File: src/rtl/geofence_sorter_if.sv
// geofence_sorter_if: vertex capture/stream bus; the inside flag exists only with GEOFENCE_INSIDE_EN
interface geofence_sorter_if #(parameter int COORD_W = 8);
   logic give_valid;
   logic [COORD_W-1:0] dataX, dataY, ansX, ansY;
   logic out_valid, busy;
`ifdef GEOFENCE_INSIDE_EN
   logic inside;
   modport master (output give_valid, dataX, dataY, input ansX, ansY, out_valid, busy, inside);
   modport slave (input give_valid, dataX, dataY, output ansX, ansY, out_valid, busy, inside);
`else
   modport master (output give_valid, dataX, dataY, input ansX, ansY, out_valid, busy);
   modport slave (input give_valid, dataX, dataY, output ansX, ansY, out_valid, busy);
`endif
endinterface

File: src/rtl/geofence_sorter.sv
// geofence_sorter: orders NUM_PTS vertices counter-clockwise about the first one and streams them out.
// Optional point-in-fence test for a trailing target vertex with GEOFENCE_INSIDE_EN.
module geofence_sorter #(
   parameter int NUM_PTS = 6,
   parameter int COORD_W = 8
) (
   input logic clk,
   input logic reset,
   geofence_sorter_if.slave bus
);
   localparam int SORT_CYC = (NUM_PTS-2)*(NUM_PTS-2);
`ifdef GEOFENCE_INSIDE_EN
   localparam int LOAD_N = NUM_PTS+1;
`else
   localparam int LOAD_N = NUM_PTS;
`endif
   localparam int CW = $clog2(LOAD_N);
   localparam int SW = $clog2(SORT_CYC+1);
   localparam int PW = 2*COORD_W+2;
   typedef enum logic [1:0] {IDLE, LOAD, SORT, OUT} state_t;
   state_t state, state_nx;
   logic [COORD_W-1:0] px [LOAD_N];
   logic [COORD_W-1:0] py [LOAD_N];
   logic [CW-1:0] cnt, nxt, j, jn;
   logic [SW-1:0] scnt;
   logic take, last_ld, swap;
   logic signed [COORD_W:0] dxi, dyi, dxj, dyj;
   logic signed [PW-1:0] m1, m2;
   logic signed [PW:0] cr;
   assign take = bus.give_valid && (state == IDLE || state == LOAD);
   assign last_ld = take && cnt == CW'(LOAD_N-1);
   assign jn = j + CW'(1);
   assign nxt = cnt == CW'(NUM_PTS-1) ? '0 : cnt + CW'(1);
   assign bus.busy = state == SORT || state == OUT;
   // i precedes j; a negative cross product means j lies clockwise of i
   assign dxi = $signed({1'b0, px[j]}) - $signed({1'b0, px[0]});
   assign dyi = $signed({1'b0, py[j]}) - $signed({1'b0, py[0]});
   assign dxj = $signed({1'b0, px[jn]}) - $signed({1'b0, px[0]});
   assign dyj = $signed({1'b0, py[jn]}) - $signed({1'b0, py[0]});
   assign m1 = dxi * dyj;
   assign m2 = dxj * dyi;
   assign cr = (PW+1)'(m1) - (PW+1)'(m2);
   assign swap = cr[PW];
   always_comb begin
      state_nx = state;
      case (state)
         IDLE: state_nx = take ? LOAD : IDLE;
         LOAD: state_nx = last_ld ? SORT : LOAD;
         SORT: state_nx = scnt == SW'(SORT_CYC-1) ? OUT : SORT;
         OUT: state_nx = cnt == CW'(NUM_PTS-1) ? IDLE : OUT;
         default: state_nx = IDLE;
      endcase
   end
   always_ff @(posedge clk) begin
      if (take) begin
         px[cnt] <= bus.dataX;
         py[cnt] <= bus.dataY;
      end else if (state == SORT && swap) begin
         px[j] <= px[jn];
         px[jn] <= px[j];
         py[j] <= py[jn];
         py[jn] <= py[j];
      end
   end
   always_ff @(posedge clk) begin
      if (reset) begin
         state <= IDLE;
         cnt <= '0;
         j <= CW'(1);
         scnt <= '0;
         bus.out_valid <= 1'b0;
         bus.ansX <= '0;
         bus.ansY <= '0;
      end else begin
         state <= state_nx;
         cnt <= take ? (last_ld ? '0 : cnt + CW'(1)) : (state == OUT ? nxt : cnt);
         j <= state == SORT ? (j == CW'(NUM_PTS-2) ? CW'(1) : jn) : CW'(1);
         scnt <= state == SORT ? scnt + SW'(1) : '0;
         bus.out_valid <= state == OUT;
         bus.ansX <= state == OUT ? px[cnt] : '0;
         bus.ansY <= state == OUT ? py[cnt] : '0;
      end
   end
`ifdef GEOFENCE_INSIDE_EN
   // target sits just past the fence vertices; edge k runs from P[k] to P[k+1 mod N]
   logic signed [COORD_W:0] ex, ey, tx, ty;
   logic signed [PW-1:0] m3, m4;
   logic signed [PW:0] ce;
   logic e, acc;
   assign ex = $signed({1'b0, px[nxt]}) - $signed({1'b0, px[cnt]});
   assign ey = $signed({1'b0, py[nxt]}) - $signed({1'b0, py[cnt]});
   assign tx = $signed({1'b0, px[NUM_PTS]}) - $signed({1'b0, px[cnt]});
   assign ty = $signed({1'b0, py[NUM_PTS]}) - $signed({1'b0, py[cnt]});
   assign m3 = ex * ty;
   assign m4 = ey * tx;
   assign ce = (PW+1)'(m3) - (PW+1)'(m4);
   assign e = !ce[PW] && ce != '0;
   always_ff @(posedge clk) begin
      if (reset) begin
         acc <= 1'b0;
         bus.inside <= 1'b0;
      end else begin
         acc <= state == OUT ? (cnt == '0 ? e : acc && e) : 1'b0;
         bus.inside <= state == OUT && cnt == CW'(NUM_PTS-1) && acc && e;
      end
   end
`endif
endmodule

File: src/flat_wrapper.sv
// flat-port wrapper written by rule: the top's interface ports become plain ports
module geofence_sorter_flat 
#(
   parameter int NUM_PTS = 6,
   parameter int COORD_W = 8
)
  (clk, reset, bus_give_valid, bus_dataX, bus_dataY, bus_ansX, bus_ansY, bus_out_valid, bus_busy);
  geofence_sorter_if #(.COORD_W(COORD_W)) bus_i ();
  input logic clk;
  input logic reset;
  input wire logic [$bits(bus_i.give_valid)-1:0] bus_give_valid;
  input wire logic [$bits(bus_i.dataX)-1:0] bus_dataX;
  input wire logic [$bits(bus_i.dataY)-1:0] bus_dataY;
  output wire logic [$bits(bus_i.ansX)-1:0] bus_ansX;
  output wire logic [$bits(bus_i.ansY)-1:0] bus_ansY;
  output wire logic [$bits(bus_i.out_valid)-1:0] bus_out_valid;
  output wire logic [$bits(bus_i.busy)-1:0] bus_busy;
  assign bus_i.give_valid = bus_give_valid;
  assign bus_i.dataX = bus_dataX;
  assign bus_i.dataY = bus_dataY;
  assign bus_ansX = bus_i.ansX;
  assign bus_ansY = bus_i.ansY;
  assign bus_out_valid = bus_i.out_valid;
  assign bus_busy = bus_i.busy;
  geofence_sorter #(.NUM_PTS(NUM_PTS), .COORD_W(COORD_W)) u_core (.clk(clk), .reset(reset), .bus(bus_i));
endmodule
File: config.mk
export PLATFORM = sky130hd
export DESIGN_NAME = geofence_sorter_flat
export DESIGN_NICKNAME = d
export VERILOG_FILES = /design/src/rtl/geofence_sorter_if.sv /design/src/rtl/geofence_sorter.sv /design/src/flat_wrapper.sv
export SDC_FILE = /design/constraint.sdc
export NUM_CORES = 1
export LEC_CHECK = 0
export CAP_MARGIN = 20
export CORE_AREA = 2 2 174 176
export CTS_CLUSTER_SIZE = 25
export DETAILED_ROUTE_END_ITERATION = 16
export DIE_AREA = 0 0 176 178
export PLACE_DENSITY_LB_ADDON = 0.08
export SLEW_MARGIN = 10
export SYNTH_ARGS = -nofsm -noshare
export SYNTH_HDL_FRONTEND = slang
export SYNTH_SLANG_ARGS = --single-unit
File: constraint.sdc
create_clock -name clk -period 9.7 [get_ports clk]
set_input_delay 0.97 -clock clk [delete_from_list [all_inputs] [get_ports clk]]
set_output_delay 0.97 -clock clk [all_outputs]
set_load 0.1 [all_outputs]
==> impl_summary.log <==
INFO  metric antenna_cells_inserted = 0
INFO  metric slew_headroom = 0.346
INFO  metric final_hold_viol_count = 0
INFO  metric syn2layout_area_growth = 15.7%
INFO  metric drt_first_iter_violations = 1062
INFO  metric fp.dieArea = 31300 um^2
INFO  metric postSynthCellCount = 1600
INFO  metric worst_r2r_path_depth = 33
INFO  metric stdcell_count = 2115
INFO  metric placeableCoreArea = 29400 um^2
INFO  metric global_route_wire_length_before_repair = 68500 um
INFO  metric finalSetupTns = 0 ns
INFO  metric r2r_slack = 0.31 ns
INFO  metric cp.required = 9.88 ns
INFO  metric layout.nets = 2029
INFO  metric yosysMostFrequentCell = inv_1
INFO  metric synthTopCellsByArea = fa_1 (23%), edfxtp_1 (18%), ha_1 (9.0%), mux2_2 (7.2%), mux4_2 (6.5%)
INFO  metric regToRegStartpoint = u_core.j[0]
INFO  metric worst_setup_timing_slack_at_the_placement_stage = -0.159 ns
INFO  metric yosys_register_bits = 126
INFO  metric via_count_of_the_routed_design = 12100
INFO  metric wirelength = 44200 um
INFO  metric first_global_vias = 12300
INFO  metric die-width = 176 um
INFO  metric crit_top_cell = fa_1
INFO  metric overflow = 0
INFO  metric start_util = 0.542
INFO  metric whs_path_depth = 1
INFO  metric syn_nets = 1917
INFO  metric slew_violations = 0
INFO  metric track_usage = 0.289
INFO  metric worst_path_largest_cell_delay = 0.56 ns
INFO  metric place_congestion = 0.964
INFO  metric synth_enable_flop_cells = 96
INFO  metric crit_slowest_cell = fa_1
INFO  metric postCtsHoldBufs = 0
INFO  metric initial_antenna_violation_count = 0
INFO  metric synth_cell_type_count = 49
INFO  metric worst-slew-pin-transition = 0.975 ns
INFO  metric worst_hold_startpoint = u_core.scnt[0]
INFO  metric viasPerCell = 5.71
INFO  metric timing.critical_path.to_type = register
INFO  metric synth-warning-count = 0
INFO  metric fp.dieH = 178 um
INFO  metric numPortBuffers = 36
INFO  metric grt_util_met3 = 0.0411
INFO  metric detail_route.drc_violations = 0
INFO  metric post_synth.cell_area_avg = 9.97 um^2
INFO  metric synthArstFlopShare = 0
INFO  metric boundaryPins = 37
INFO  metric final.setup_skew = 0.00955 ns
INFO  metric max_freq = 0.106 GHz
INFO  metric critical_path.max_fanout = 9
INFO  metric drt-pass1-iter-count = 5
INFO  metric netlist.top_cell.by_area = fa_1
INFO  metric clkLatencyLatePin = 0.43 ns
INFO  metric drv.max_cap_violation_count = 0
INFO  metric worst_r2r_endpoint = u_core.px[3][0]
INFO  metric numCtsBuffers = 17
INFO  metric synth-main-ff-cell = edfxtp_1
INFO  metric row_count = 63
INFO  metric crit_type = register to register
INFO  metric status = completed
INFO  metric cp_data_arrival_time = 9.57 ns
INFO  metric path_clk_slew = 0.06 ns
INFO  metric dp_hpwl = 32800 um
INFO  metric grt_max_degree = 41
INFO  metric cts_tree = done
INFO  metric sequential_cell_area_fraction_in_the_yosys_report = 0.218
INFO  metric finalCritPeriodShare = 0.968
INFO  metric post_route_cells_drive_above_1_share = 0.215
INFO  metric holdWs = 0.470 ns
INFO  metric startpoint_type_of_the_worst_setup_path = register
INFO  metric post-route-min-period = 9.39 ns
INFO  metric finalSetupViolations = 0
INFO  metric worstHoldPathType = register to register
INFO  metric drt.antenna.violating_nets = 0
INFO  metric clock-sinks = 126
INFO  metric grt_util_met2 = 0.463
INFO  metric post_synth_most_frequent_cells = inv_1 (245), nor2_1 (237), fa_1 (183), a21oi_1 (142), ha_1 (115)
INFO  metric avgRoutedWirePerCell = 20.9 um
INFO  metric cts.path.max_buffers = 2
INFO  metric timing.final.ws_setup = 0.308 ns
INFO  metric synth_top_area_share = 0.230
INFO  metric busiest_layer = met2
INFO  metric gr-usage-met1 = 0.421
INFO  metric hold-path-endpoint = u_core.scnt[0]
INFO  metric netlist_area = 15900 um^2
INFO  metric cts-htree-levels = 4
INFO  metric dp_cell_count = 2056
INFO  metric cts_root_buf = clkbuf_16
[metrics by stage]
stage,cell area [um^2],util
CTS,18100,0.614
floorplan,16000,-
global placement,17400,0.591
detailed placement,17400,0.591
finish,18400,0.627
global route,18400,0.627
[critical path: cells and delay by family, from the launching register on]
kind	cells	cell delay (ns)
fa+ha+maj	10	4.31
mux	3	1.21
compound gates	6	1.08
buf+inv	7	0.91
simple gates	5	0.90
flops	1	0.39
xor+xnor	2	0.32
[logic make-up after synthesis]
group                    Yosys count  share of synthesized area
AO/OA/AOI/OAI                    220                     0.0769
XOR/XNOR                          48                     0.0268
adder cells (fa/ha/maj)          298                      0.320
buffers and inverters            317                     0.0827
flip-flops                       126                      0.218
multiplexers                     195                      0.167
AND/OR/NAND/NOR                  396                      0.108
[sequential cells by signal, indices dropped and copies added (netlist names)]
signal	flops
u_core.bus.ansX	8
u_core.bus.ansY	8
u_core.bus.out_valid	1
u_core.cnt	3
u_core.j	3
u_core.px	48
u_core.py	48
u_core.scnt	5
u_core.state	2
[cells in the final DEF (no fill, tap or decap), types with 4 or more instances in the layout]
cell,n
a211oi_1,16
a21oi_1,136
a21oi_2,6
and2_1,13
buf_12,12
buf_4,107
clkbuf_16,22
clkdlybuf4s50_1,36
dfxtp_1,27
edfxtp_1,96
fa_1,180
ha_1,112
inv_1,242
mux2_1,10
mux2_2,102
mux2i_1,37
mux4_2,46
nand2_1,66
nand2b_1,23
nand4_1,5
nor2_1,232
nor2_2,5
nor2b_1,14
nor3_1,6
nor3_2,4
o21ai_0,27
o21ai_1,5
or2_2,11
or3_1,4
xnor2_1,31
xor2_1,10
[worst max-delay path by stage]
stage / start / end / slack, ns / depth (start not counted)
floorplan: u_core.j[0] / u_core.px[2][0] / 0.00008 / 40
global placement: u_core.j[0] / u_core.py[1][5] / -0.00006 / 32
detailed placement: u_core.j[1] / u_core.py[4][4] / -0.16 / 32
CTS: u_core.j[1] / u_core.px[3][0] / 0.0002 / 32
global route: u_core.j[0] / u_core.px[3][0] / -0.04 / 35
finish: u_core.j[0] / u_core.px[3][0] / 0.31 / 33
[per-layer routing]
layer | up-vias | share of wire | wire length (um)
li1 | 5546 | - | -
met5 | - | 0 | 0
met2 | 498 | 0.47 | 20600
met1 | 5965 | 0.44 | 19300
met3 | 72 | 0.076 | 3360
met4 | 0 | 0.023 | 1010
[area by class of cell]
type / instances / area, um^2
clock inverter: 11 / 104
clock buffer: 21 / 493
fill: 2439 / 11000
tap: 390 / 488
multi-input combinational: 1158 / 11400
sequential: 126 / 3490
inverter: 246 / 927
timing repair buffer: 163 / 1540
[what timing repair did]
item	4_1_cts	5_1_grt
gates resized for setup	12	39
endpoints found under the hold margin	0	0
buffers inserted	1	21
gates cloned	1	4
setup endpoints to repair	128	192
pin swaps	1	17
Power is not shown: default switching activity piles up to over one toggle a cycle in this logic, so the estimate is an artifact.
